### config.mk
export PLATFORM = sky130hd
export DESIGN_NAME = mem_port_arbiter
export DESIGN_NICKNAME = d
export VERILOG_FILES = /design/src/rtl/mem_port_arbiter_pkg.sv /design/src/rtl/mem_port_arbiter_wait_counter.sv /design/src/rtl/mem_port_arbiter.sv
export SDC_FILE = /design/constraint.sdc
export NUM_CORES = 1
export LEC_CHECK = 0
export CAP_MARGIN = 40
export CELL_PAD_IN_SITES_DETAIL_PLACEMENT = 0
export CELL_PAD_IN_SITES_GLOBAL_PLACEMENT = 2
export CORE_MARGIN = 3
export CORE_UTILIZATION = 24
export CTS_BUF_LIST = sky130_fd_sc_hd__clkbuf_8 sky130_fd_sc_hd__clkbuf_16
export DETAILED_ROUTE_END_ITERATION = 12
export PLACE_DENSITY = 0.79
export RECOVER_POWER = 100
export SLEW_MARGIN = 20
export SYNTH_ARGS = -nofsm -noshare
export SYNTH_HDL_FRONTEND = slang
export SYNTH_SLANG_ARGS = --single-unit
### constraint.sdc
create_clock -name clk -period 1.55 [get_ports clk]
set_input_delay 0.31 -clock clk [delete_from_list [all_inputs] [get_ports clk]]
set_output_delay 0.31 -clock clk [all_outputs]
set_load 0.02 [all_outputs]
### src/rtl/mem_port_arbiter_pkg.sv
// mem_port_arbiter_pkg: shared FSM state and owner encodings for the memory port arbiter
package mem_port_arbiter_pkg;
  typedef logic [1:0] state_t;
  localparam state_t ST_IDLE = 2'b00;
  localparam state_t ST_ACCESS = 2'b01;
  localparam state_t ST_RESP = 2'b10;
  localparam logic OWN_IF = 1'b0;
  localparam logic OWN_DM = 1'b1;
endpackage

### src/rtl/mem_port_arbiter_wait_counter.sv
// mem_port_arbiter_wait_counter: saturating count of cycles IF has waited, flags when it must win
module mem_port_arbiter_wait_counter #(
  parameter int MAX_WAIT = 4
) (
  input  logic clk,
  input  logic rst_n,
  input  logic inc,
  input  logic clr,
  output logic sat
);
  localparam int W = $clog2(MAX_WAIT + 1);
  logic [W-1:0] cnt;
  assign sat = cnt >= W'(MAX_WAIT);
  always_ff @(posedge clk or negedge rst_n) begin
    if (!rst_n) cnt <= '0;
    else if (clr) cnt <= '0;
    else if (inc && !sat) cnt <= cnt + 1'b1;
  end
endmodule

### src/rtl/mem_port_arbiter.sv
// mem_port_arbiter: shares one memory between instruction fetch and data access with IF anti-starvation
module mem_port_arbiter
  import mem_port_arbiter_pkg::*;
#(
  parameter int ADDR_W = 32,
  parameter int DATA_W = 32,
  parameter int MAX_WAIT = 4
) (
  input  logic              clk,
  input  logic              rst_n,
  input  logic              if_req,
  input  logic [ADDR_W-1:0] if_addr,
  output logic [DATA_W-1:0] if_rdata,
  output logic              if_valid,
  input  logic              dm_read,
  input  logic              dm_write,
  input  logic [ADDR_W-1:0] dm_addr,
  input  logic [DATA_W-1:0] dm_wdata,
  output logic [DATA_W-1:0] dm_rdata,
  output logic              dm_valid,
  output logic              mem_read,
  output logic              mem_write,
  output logic [ADDR_W-1:0] addr,
  output logic [DATA_W-1:0] wd,
  input  logic [DATA_W-1:0] rd
);
  state_t state;
  logic owner, sat, dm_req, grant_if, if_busy;
  assign dm_req = dm_read | dm_write;
  assign grant_if = if_req && (!dm_req || sat);
  assign if_busy = state != ST_IDLE && owner == OWN_IF;
  mem_port_arbiter_wait_counter #(.MAX_WAIT(MAX_WAIT)) u_wait (
    .clk(clk),
    .rst_n(rst_n),
    .inc(if_req && !if_busy),
    .clr(state == ST_IDLE && grant_if),
    .sat(sat)
  );
  always_ff @(posedge clk or negedge rst_n) begin
    if (!rst_n) begin
      state <= ST_IDLE;
      owner <= OWN_IF;
      mem_read <= 1'b0;
      mem_write <= 1'b0;
      addr <= '0;
      wd <= '0;
      if_valid <= 1'b0;
      dm_valid <= 1'b0;
      if_rdata <= '0;
      dm_rdata <= '0;
    end else begin
      if_valid <= state == ST_ACCESS && owner == OWN_IF;
      dm_valid <= state == ST_ACCESS && owner == OWN_DM;
      if (state == ST_IDLE && (if_req || dm_req)) begin
        state <= ST_ACCESS;
        owner <= grant_if ? OWN_IF : OWN_DM;
        addr <= grant_if ? if_addr : dm_addr;
        if (!grant_if) wd <= dm_wdata;
        mem_read <= grant_if || !dm_write;
        mem_write <= !grant_if && dm_write;
      end else if (state == ST_ACCESS) begin
        state <= ST_RESP;
        mem_read <= 1'b0;
        mem_write <= 1'b0;
        if (mem_read && owner == OWN_IF) if_rdata <= rd;
        if (mem_read && owner == OWN_DM) dm_rdata <= rd;
      end else if (state != ST_IDLE) begin
        state <= ST_IDLE;
      end
    end
  end
endmodule

==> key figures <==
Outcome
  – Status: finished, violations left
  – Violated checks: negative setup slack

Floorplan
  – Die W: 162 um
  – Core footprint: 23800 um2
  – Boundary Pins: 265
  – Num rows: 56
  – Initial Utilization: 24.7%
  – Full die area: 26400 um2
  – Die Y: 162 um

Power and ir drop
  – Pwr Density: 2170 nW/um2
  – Peak VDD IR: 1.01 mV
  – Leak Pwr: 4.17 nW

Worst setup path
  – Critical path, cell by cell: nand2b_4, nor3b_4, buf_6, clkbuf_16, mux2_2
  – Reg-to-reg critical path startpoint: state[1]$_DFFE_PN0P_
  – WP data required: 1.85 ns
  – Crit path buf inv count: 2
  – CP endpoint kind: register
  – Critical Path AT: 1.85 ns
  – Crit Path Max Fanout: 8
  – Crit path launch type: register
  – Worst R2R Setup Slack: -0.002 ns
  – Delay-heaviest family, CP: flip-flops
  – Crit-path max cell delay: 0.40 ns
  – R2r worst-path depth: 5
  – Slowest-stage cell, CP: dfrtp_1
  – Crit Path Category: register to register
  – Reg2reg end: if_rdata[1]$_DFFE_PN0P_

Clock network
  – Clk root buf: clkbuf_16
  – Clk sinks: 138
  – H-Tree Depth: 4
  – Skew-Pair Late Insertion Delay: 0.41 ns
  – Total CTS buffers: 17
  – Bufs on Longest Clock Path: 2
  – Worst-path clk slew: 0.07 ns
  – CTS tree: built

Drt
  – WL final: 18.8 mm
  – Total number of vias: 4518
  – DRC: 0
  – Via/cell ratio: 4.48
  – Final antenna-violating net count: 0
  – Initial DRC Count: 198
  – DR pass1 iterations: 8
  – Drt wl/cell: 18.6 um

Placement
  – DP Area: 9020 um2
  – Routability cong.: 0.759
  – HPWL Detailed: 13.1 mm
  – Place WS: -0.345 ns
  – Port bufs: 264

Final layout
  – Final instance area: 9610 um2
  – Nets: 812
  – Fraction of layout cells with a size suffix above 1: 24.3%
  – Area growth syn-to-layout: 63.8%
  – Antenna Cells: 0
  – Filler cells: 2250

Yosys
  – Synth top area share: 58.8%
  – Synth top cells by count: dfrtp_1, mux2_2, o21ai_0
  – Synth Flop Type: dfrtp_1
  – Synth cell types: 33
  – Post-synth top area cell: dfrtp_1
  – Async S/R FF share, synth: 100%
  – Syn Nets: 534
  – Synthesized cell area: 5870 um2
  – Syn_area_per_cell: 14.7 um2
  – Ys Warns: 0
  – Top cells by area, synth: dfrtp_1, mux2_2, mux2_4, a2bb2oi_1, a311oi_1
  – Register area share after synthesis: 58.8%
  – Most numerous cell in the Yosys netlist: dfrtp_1
  – Mapped Cells: 399
  – FF+latch count, synth: 138
  – Post-synth EDFFs: 0

Global routing
  – Number of global-route vias before repair: 5013
  – Largest net degree at the start of global routing: 48
  – Global-route wire length before repair: 28.5 mm
  – GRT Total Usage: 13.7%
  – Antenna violations before repair: 0
  – Overflow left after global routing: 0

Timing
  – Final hold vios: 0
  – Unrepaired setup endpoints after global routing: yes
  – Fmax: 0.644 GHz
  – Final setup fails: 1
  – Worst Max-Slew Pin Slew: 0.392 ns
  – Relative slew slack: 73.8%
  – Final period utilization: 100%
  – Setup ws final: -0.00206 ns
  – Clock Skew: 0.00670 ns
  – Crit path time final: 1.55 ns
  – Slew Limit Fails: 0

Flow run
  – Max-cap viol count: 0

Min path
  – Hold Crit Class: input port to asynchronous set/reset pin
-- power by group --
group	internal [mW]	leakage [nW]	switching (mW)
sequential	5.45	1.61	1.02
combinational	5.01	2.27	5.18
clock	2.44	0.288	1.76
-- layout by cell type (no fill, tap or decap), types with 4 or more instances in the layout --
| master | Yosys | final |
|---|---|---|
| buf_4 | 1 | 10 |
| mux2_4 | 29 | 41 |
| dlygate4sd2_1 | 0 | 131 |
| o21ai_0 | 35 | 35 |
| clkbuf_16 | 0 | 19 |
| inv_6 | 0 | 6 |
| clkdlybuf4s50_1 | 0 | 131 |
| a2bb2oi_1 | 32 | 32 |
| a311oi_1 | 32 | 31 |
| mux2_2 | 66 | 54 |
| inv_1 | 4 | 4 |
| buf_12 | 0 | 12 |
| dfrtp_1 | 138 | 137 |
-- state kept, by name, summed over array words and instances, names as in the netlist --
register / cells
state: 2
if_rdata: 32
addr: 32
owner: 1
dm_rdata: 32
u_wait.cnt: 3
dm_valid: 1
wd: 32
if_valid: 1
mem_read: 1
mem_write: 1
-- routing by layer --
layer | wire, um | GRT usage, % | up-vias
li1 | - | - | 2075
met1 | 7560 | 16.1 | 2261
met2 | 9730 | 24.5 | 163
met3 | 1180 | 3.84 | 19
met4 | 305 | 4.19 | 0
met5 | 0 | 0 | -
-- layout make-up --
| cell class | instances | area (um2) | share of cell area, % |
|---|---|---|---|
| tap | 319 | 399 | 4.15 |
| clock buffer | 17 | 425 | 4.42 |
| timing repair buffer | 291 | 2880 | 30.0 |
| multi-input combinational | 225 | 2260 | 23.5 |
| sequential | 138 | 3450 | 35.9 |
| inverter | 4 | 15.0 | 0.156 |
| clock inverter | 15 | 183 | 1.90 |
-- per-stage QoR --
stage / hold slack (ns) / utilization [%] / total power [mW] / TNS (ns) / std cells
2_1_floorplan: 0.0144 / - / 12.5 / 0 / 399
3_3_place_gp: 0.157 / 38.0 / 17.6 / -21.16 / 971
3_5_place_dp: 0.160 / 38.0 / 17.8 / -21.30 / 971
4_1_cts: 0.276 / 39.9 / 20.9 / -0.151 / 1004
5_1_grt: 0.287 / 40.5 / 22.1 / -1.11 / 1009
6_report: 0.291 / 40.5 / 20.9 / -0.00206 / 1009
-- worst reg2reg max path, cell delays in order (launching register included) --
cell       delay (ns)
dfrtp_1          0.40
nand2b_4         0.17
nor3b_4          0.18
buf_6            0.18
clkbuf_16        0.18
mux2_2           0.33
-- how the worst max path moves through the flow --
stage	from	endpoint	depth (start not counted)
3_3_place_gp	if_req	wd[19]$_DFFE_PN0P_	5
4_1_cts	state[1]$_DFFE_PN0P_	if_rdata[30]$_DFFE_PN0P_	4
5_1_grt	state[1]$_DFFE_PN0P_	if_rdata[7]$_DFFE_PN0P_	5
6_report	state[1]$_DFFE_PN0P_	if_rdata[1]$_DFFE_PN0P_	5
3_5_place_dp	if_req	addr[6]$_DFFE_PN0P_	6
2_1_floorplan	state[1]$_DFFE_PN0P_	if_rdata[0]$_DFFE_PN0P_	4
-- cells by family after synthesis --
logic type	after synthesis	synth area share, %
simple gates	17	2.43
buf+inv	36	3.86
fa+ha+maj	2	0.426
compound gates	108	13.8
flops	138	58.8
mux	98	20.6
-- timing repair --
action / 4_1_cts / 5_1_grt
endpoints found under the setup margin: 166 / 63
hold buffers: 1 / 0
endpoints found under the hold margin: 82 / 0
gates resized for setup: 134 / 16
pin swaps: 0 / 1
setup buffers: 0 / 2
gates cloned: 0 / 3
Power figures use the tool's default switching activity.
